File: config.mk
export PLATFORM = sky130hd
export DESIGN_NAME = lsu_master
export DESIGN_NICKNAME = d
export VERILOG_FILES = /design/src/rtl/lsu_master.sv
export SDC_FILE = /design/constraint.sdc
export NUM_CORES = 1
export LEC_CHECK = 0
export BUFFER_PORTS_ARGS = -buffer_cell sky130_fd_sc_hd__buf_2
export CAP_MARGIN = 0
export CORE_MARGIN = 2
export CORE_UTILIZATION = 30
export DETAILED_ROUTE_END_ITERATION = 16
export GPL_TIMING_DRIVEN = 0
export PLACE_DENSITY = 0.59
export SKIP_LAST_GASP = 1
export SYNTH_ARGS = -nofsm -noshare
export SYNTH_HDL_FRONTEND = slang
export SYNTH_SLANG_ARGS = --single-unit
export TNS_END_PERCENT = 100
File: constraint.sdc
create_clock -name clk -period 4.5 [get_ports clk]
set_clock_uncertainty 0.05 [all_clocks]
set_input_delay 0.675 -clock clk [delete_from_list [all_inputs] [get_ports clk]]
set_output_delay 0.675 -clock clk [all_outputs]
set_load 0.01 [all_outputs]
File: src/rtl/lsu_master.sv
// Load/store initiator for the data memory port. Word-crossing accesses are split
// into two beats; load data is reassembled, extended and returned as a one-cycle pulse.
module lsu_master #(
  parameter int DM_ADDRESS = 9,
  parameter int DATA_W     = 32
) (
  input  logic                  clk,
  input  logic                  rst_n,
  input  logic                  req_valid,
  output logic                  req_ready,
  input  logic                  req_we,
  input  logic [2:0]            req_funct3,
  input  logic [DM_ADDRESS-1:0] req_addr,
  input  logic [DATA_W-1:0]     req_wdata,
  output logic                  rsp_valid,
  output logic [DATA_W-1:0]     rsp_rdata,
  output logic                  rsp_err,
  output logic                  mem_re,
  output logic                  mem_we,
  output logic [DM_ADDRESS-1:0] mem_addr,
  output logic [3:0]            mem_be,
  output logic [DATA_W-1:0]     mem_wdata,
  input  logic [DATA_W-1:0]     mem_rdata
);

  typedef enum logic [1:0] {
    IDLE = 2'd0,
    B0   = 2'd1,
    B1   = 2'd2,
    RSP  = 2'd3
  } state_t;

  localparam logic [DM_ADDRESS-3:0] WORD_INC = {{(DM_ADDRESS-3){1'b0}}, 1'b1};

  state_t                state_q, state_d;
  logic                  we_q, we_d;
  logic [2:0]            funct3_q, funct3_d;
  logic [DM_ADDRESS-1:0] addr_q, addr_d;
  logic [DATA_W-1:0]     wdata_q, wdata_d;
  logic [DATA_W-1:0]     hold_q, hold_d;
  logic                  mem_re_q, mem_re_d;
  logic                  mem_we_q, mem_we_d;
  logic [3:0]            mem_be_q, mem_be_d;
  logic [DM_ADDRESS-1:0] mem_addr_q, mem_addr_d;
  logic [DATA_W-1:0]     mem_wdata_q, mem_wdata_d;
  logic                  rsp_valid_q, rsp_valid_d;
  logic                  rsp_err_q, rsp_err_d;

  logic [2:0]            cur_funct3_s;
  logic [DM_ADDRESS-1:0] cur_addr_s;
  logic [DATA_W-1:0]     cur_wdata_s;
  logic [7:0]            mask_s;
  logic [2*DATA_W-1:0]   data_s;
  logic [2*DATA_W-1:0]   load_pair_s;
  logic [DATA_W-1:0]     load_word_s;
  logic [DATA_W-1:0]     load_ext_s;

  function automatic logic is_legal(input logic we, input logic [2:0] f3);
    logic ok;
    case (f3)
      3'b000, 3'b001, 3'b010: ok = 1'b1;
      3'b100, 3'b101:         ok = ~we;
      default:                ok = 1'b0;
    endcase
    return ok;
  endfunction

  function automatic logic [7:0] lane_mask(input logic [2:0] f3, input logic [1:0] off);
    logic [7:0] base;
    case (f3[1:0])
      2'b00:   base = 8'h01;
      2'b01:   base = 8'h03;
      2'b10:   base = 8'h0F;
      default: base = 8'h00;
    endcase
    return base << off;
  endfunction

  function automatic logic [2*DATA_W-1:0] lane_data(input logic [DATA_W-1:0] wd, input logic [1:0] off);
    return {{DATA_W{1'b0}}, wd} << {off, 3'b000};
  endfunction

  // In IDLE the beat is formed from the live request, afterwards from the latched copy.
  always_comb begin
    if (state_q == IDLE) begin
      cur_funct3_s = req_funct3;
      cur_addr_s   = req_addr;
      cur_wdata_s  = req_wdata;
    end else begin
      cur_funct3_s = funct3_q;
      cur_addr_s   = addr_q;
      cur_wdata_s  = wdata_q;
    end
    mask_s = lane_mask(cur_funct3_s, cur_addr_s[1:0]);
    data_s = lane_data(cur_wdata_s, cur_addr_s[1:0]);
  end

  // Next-state, request latch and next values of every registered output.
  always_comb begin
    state_d     = state_q;
    we_d        = we_q;
    funct3_d    = funct3_q;
    addr_d      = addr_q;
    wdata_d     = wdata_q;
    hold_d      = hold_q;
    mem_re_d    = 1'b0;
    mem_we_d    = 1'b0;
    mem_be_d    = 4'b0000;
    mem_addr_d  = {DM_ADDRESS{1'b0}};
    mem_wdata_d = {DATA_W{1'b0}};
    rsp_valid_d = 1'b0;
    rsp_err_d   = 1'b0;
    case (state_q)
      IDLE: begin
        if (req_valid) begin
          we_d     = req_we;
          funct3_d = req_funct3;
          addr_d   = req_addr;
          wdata_d  = req_wdata;
          if (is_legal(req_we, req_funct3)) begin
            state_d     = B0;
            mem_re_d    = ~req_we;
            mem_we_d    = req_we;
            mem_be_d    = req_we ? mask_s[3:0] : 4'b0000;
            mem_addr_d  = {cur_addr_s[DM_ADDRESS-1:2], 2'b00};
            mem_wdata_d = req_we ? data_s[DATA_W-1:0] : {DATA_W{1'b0}};
          end else begin
            state_d     = RSP;
            rsp_valid_d = 1'b1;
            rsp_err_d   = 1'b1;
          end
        end else begin
          state_d = IDLE;
        end
      end
      B0: begin
        if (mask_s[7:4] != 4'b0000) begin
          state_d     = B1;
          mem_re_d    = ~we_q;
          mem_we_d    = we_q;
          mem_be_d    = we_q ? mask_s[7:4] : 4'b0000;
          mem_addr_d  = {cur_addr_s[DM_ADDRESS-1:2] + WORD_INC, 2'b00};
          mem_wdata_d = we_q ? data_s[2*DATA_W-1:DATA_W] : {DATA_W{1'b0}};
        end else begin
          state_d     = RSP;
          rsp_valid_d = 1'b1;
        end
      end
      B1: begin
        // mem_rdata here is the answer to the word0 read issued in B0.
        if (!we_q) begin
          hold_d = mem_rdata;
        end else begin
          hold_d = hold_q;
        end
        state_d     = RSP;
        rsp_valid_d = 1'b1;
      end
      RSP: begin
        state_d = IDLE;
      end
      default: begin
        state_d = IDLE;
      end
    endcase
  end

  // Load result: last read word arrives in RSP, combined with the held word0 when split.
  always_comb begin
    if (mask_s[7:4] != 4'b0000) begin
      load_pair_s = {mem_rdata, hold_q};
    end else begin
      load_pair_s = {{DATA_W{1'b0}}, mem_rdata};
    end
    load_word_s = load_pair_s[{addr_q[1:0], 3'b000} +: DATA_W];
    case (funct3_q)
      3'b000:  load_ext_s = {{24{load_word_s[7]}}, load_word_s[7:0]};
      3'b001:  load_ext_s = {{16{load_word_s[15]}}, load_word_s[15:0]};
      3'b100:  load_ext_s = {24'h000000, load_word_s[7:0]};
      3'b101:  load_ext_s = {16'h0000, load_word_s[15:0]};
      default: load_ext_s = load_word_s;
    endcase
    if (rsp_valid_q && !we_q && !rsp_err_q) begin
      rsp_rdata = load_ext_s;
    end else begin
      rsp_rdata = {DATA_W{1'b0}};
    end
  end

  // State and output registers with synchronous active-low reset.
  always_ff @(posedge clk) begin
    if (!rst_n) begin
      state_q     <= IDLE;
      we_q        <= 1'b0;
      funct3_q    <= 3'b000;
      addr_q      <= {DM_ADDRESS{1'b0}};
      wdata_q     <= {DATA_W{1'b0}};
      hold_q      <= {DATA_W{1'b0}};
      mem_re_q    <= 1'b0;
      mem_we_q    <= 1'b0;
      mem_be_q    <= 4'b0000;
      mem_addr_q  <= {DM_ADDRESS{1'b0}};
      mem_wdata_q <= {DATA_W{1'b0}};
      rsp_valid_q <= 1'b0;
      rsp_err_q   <= 1'b0;
    end else begin
      state_q     <= state_d;
      we_q        <= we_d;
      funct3_q    <= funct3_d;
      addr_q      <= addr_d;
      wdata_q     <= wdata_d;
      hold_q      <= hold_d;
      mem_re_q    <= mem_re_d;
      mem_we_q    <= mem_we_d;
      mem_be_q    <= mem_be_d;
      mem_addr_q  <= mem_addr_d;
      mem_wdata_q <= mem_wdata_d;
      rsp_valid_q <= rsp_valid_d;
      rsp_err_q   <= rsp_err_d;
    end
  end

  assign req_ready = (state_q == IDLE);
  assign rsp_valid = rsp_valid_q;
  assign rsp_err   = rsp_err_q;
  assign mem_re    = mem_re_q;
  assign mem_we    = mem_we_q;
  assign mem_be    = mem_be_q;
  assign mem_addr  = mem_addr_q;
  assign mem_wdata = mem_wdata_q;

endmodule

==> results by group <==
Logic synthesis
  – Syn Std Cell Area: 7720 um^2
  – Sequential fraction of the synthesis area: around 33%
  – Average size of a mapped cell: approximately 8.4 um^2
  – Fraction of the mapped netlist area in compound gates: 25.0%
  – Multiplexer share of the synthesized area: 16.4%
  – Most common flop cell mapped by yosys: sky130_fd_sc_hd__dfxtp_1
  – Simple-gate share of the synthesized area: 18.5%
  – Synth unique cells: 70
  – Ys Warns: 0
  – Post-synthesis cell count: 919
  – Asr flop ratio synth: 0%
  – Cells taking the most area after synthesis: sky130_fd_sc_hd__dfxtp_1 33%, sky130_fd_sc_hd__nand2_1 12%, sky130_fd_sc_hd__mux4_2 9.3%
  – Area fraction of the dominant cell type after synthesis: 32.7%
  – Dominant combinational cell family by area after synthesis: compound AO/OA/AOI/OAI gates
  – Most frequent cells after synthesis: 245 x sky130_fd_sc_hd__nand2_1, 126 x sky130_fd_sc_hd__dfxtp_1, 79 x sky130_fd_sc_hd__a21boi_0
  – Cell type with the largest total area after synthesis: sky130_fd_sc_hd__dfxtp_1
  – Number of flip-flops and latches in the synthesized netlist: roughly 130
  – Parity-gate share of the synthesized area counting xor and xnor cells: 0.567%
  – Count of flip-flops with a built-in enable after synthesis: 0
  – Adder-Cell Fraction of Synth Area: 1.30%
  – Most instantiated library cell after synthesis: sky130_fd_sc_hd__nand2_1

Timing
  – Total count of max-transition violations in the final report: 0
  – Count of final setup violators: 0
  – Worst Hold Margin: 0.414 ns
  – Final sum of negative setup slack: 0 ns
  – Maximum operating frequency: 0.229 GHz
  – Setup repair after global routing missed its margin: false
  – Count of final hold-check violations: 0
  – Relative slew slack: 39.9%
  – Clock period minus worst slack: 4.37 ns
  – Final worst-path cycle share: between 90% and 100%
  – Slew at the pin closest to its max-slew limit: a little under 0.9 ns

Clocking
  – CTS tree: done
  – CTS clock-pin slew for the worst setup and hold paths: ~0.060 ns
  – Cell at the root of the clock tree: sky130_fd_sc_hd__clkbuf_16
  – Clock sink total: 126
  – Clock latency reported for the late side of the worst-skew pair: 0.44 ns
  – H-tree Lvls: 4
  – Number of buffers on the longest clock path: 2
  – Num CTS Buffers: 17

Route
  – Detailed-route vias per instance: between 5 and 6
  – Via count: 7907
  – # DRC: 0
  – Per-cell routed wire length: 20.3 um
  – Count of nets left with antenna violations after detail routing: 0
  – Detailed Route WL: 29300 um
  – Drt pass-1 iters: 6
  – DRC marker count from the first detailed-route iteration: 931

Placed design
  – Number of I/O port buffers: 159
  – Final RePlAce weighted congestion: 0.936
  – Placed wire-length estimate: ~23000 um
  – Area after DPL: 8930 um^2

Floorplan
  – Placeable core region: 25300 um^2
  – Die boundary width: roughly 160 um
  – Starting density of the core: 30.6%
  – Count of boundary I/O pins: 162
  – Area of the die: around 27000 um^2
  – Standard-cell rows: 58
  – Die Height: about 160 um

Global routing
  – Antenna violations before repair: 0
  – Largest net degree at the start of global routing: 29
  – Overall track demand over capacity in global routing: 21.5%
  – Vias in the first global route: 7396
  – Remaining global-route overflow: 0
  – Global-route wire length before repair: roughly 44000 um

Finish
  – Final design instance area without fill: 9650 um^2
  – Net total in the final layout: 1189
  – Antenna cells: 0
  – Fraction of final layout cells with drive strength greater than 1: between 20% and 30%
  – Area grow syn2layout: 25.0%

Setup path
  – Maximum fanout along the worst path: 14
  – Path type of the worst setup path: register to output pin
  – Crit path cell chain: inv_1 > ha_2 > buf_4 > buf_12 > mux2i_4 > ha_4 > o311a_2 > buf_2 > o21ai_0 > a211o_1 > a31oi_1 > buf_2
  – Critical path required time: 3.77 ns
  – Sort of element at the start of the critical path: register
  – Category of the worst setup path capture point: output pin
  – Critical Path AT: 3.65 ns
  – Most used cell along the critical path: sky130_fd_sc_hd__buf_2
  – Peak per-stage delay on the critical path: 0.35 ns
  – Slowest stage cell, crit path: sky130_fd_sc_hd__mux2i_4

Hold path
  – Path class of the lowest-slack min-delay path: register to register

Run status
  – Status: finished, final reports clean

Pwr
  – Leakage power: 3.87 nW
  – Worst VDD drop: 208 uV
  – Pwr per Cell Area: about 380 nW/um^2

Job
  – Max-cap violations: 0
flip-flops by register name (all words and copies together), names as in the netlist, 2 cells and up:
signal	flops
addr_q	9
funct3_q	3
hold_q	32
mem_addr	7
mem_be	4
mem_wdata	32
state_q	2
wdata_q	32
layer usage:
metal | up-vias | part of all wire (%) | global-route usage [%]
li1 | 3701 | - | -
met1 | 3720 | 45 | 30.6
met2 | 418 | 43 | 32.2
met3 | 68 | 8.6 | 4.14
met4 | 0 | 3.2 | 8.26
met5 | - | 0 | 0
worst max-delay path, delay by kind of cell (launching register included):
kind,cells,cell delay [ns]
AOI/OAI and AO/OA,4,1.01
adders and majority gates,2,0.48
buffers and inverters,5,1.04
DFF,1,0.33
muxes,1,0.35
logic make-up (layout without fill, tap and decap cells):
kind of cell	after synthesis	count (layout)
compound gates	274	274
xor+xnor	5	5
fa+ha+maj	8	8
buf+inv	93	287
flops	126	126
mux	81	81
other cells	1	2
simple gates	331	331
power breakdown:
| group | internal (mW) | total, mW | switching [mW] |
|---|---|---|---|
| Clock | 0.789 | 1.40 | 0.610 |
| Sequential | 1.17 | 1.21 | 0.0411 |
| Combinational | 0.419 | 1.05 | 0.634 |
| Total | 2.38 | 3.67 | 1.29 |
layout by cell type (no fill, tap or decap), drive strengths merged, types with 4 or more instances in the layout:
| master | n |
|---|---|
| nand2 | 245 |
| buf | 198 |
| dfxtp | 126 |
| a21boi | 79 |
| clkbuf | 64 |
| a21oi | 50 |
| mux4 | 33 |
| mux2 | 28 |
| o21ai | 28 |
| a22oi | 26 |
| a31oi | 22 |
| nor2 | 22 |
| inv | 22 |
| mux2i | 20 |
| nand3 | 17 |
| a22o | 15 |
| nor3 | 10 |
| a211oi | 9 |
| ha | 8 |
| o221ai | 7 |
| or2 | 7 |
| a221oi | 7 |
| o32ai | 6 |
| o22ai | 6 |
| and2 | 4 |
per-stage QoR:
step,utilization [%],power [mW],setup WS [ns],instances
after floorplan,-,1.89,0.464,920
after global placement,35.4,2.23,-0.771,1409
after detailed placement,35.4,2.23,-0.784,1409
after CTS,38.0,3.65,0.00373,1442
after global routing,38.2,3.81,0.0446,1444
final,38.2,3.67,0.126,1444
layout make-up:
class | count | area [um^2]
well taps | 330 | 413
fillers | 2649 | 15600
repair buffers | 164 | 851
plain buffers | 81 | 408
flip-flops and latches | 126 | 2520
clock buffers | 17 | 425
multi-input cells | 701 | 4830
clock inverters | 15 | 163
inverters | 10 | 37.5
timing repair:
action / 4_1_cts / 5_1_grt
pin swaps: 1 / 1
gates resized for setup: 20 / 4
hold buffers: 0 / 0
endpoints found under the hold margin: 0 / 0
buffers inserted: 3 / 1
endpoints found under the setup margin: 33 / 26
cloned: 0 / 1
final timing paths:
path	endpoint	depth (start not counted)	slack (ns)	from
min	hold_q[2]	2	0.41	hold_q[2]
max	rsp_rdata[31]	12	0.13	state_q[0]
max reg2reg	mem_addr[8]	11	1.31	state_q[0]
min reg2reg	hold_q[2]	2	0.41	hold_q[2]
No activity file was read; power rests on OpenSTA's default activity.
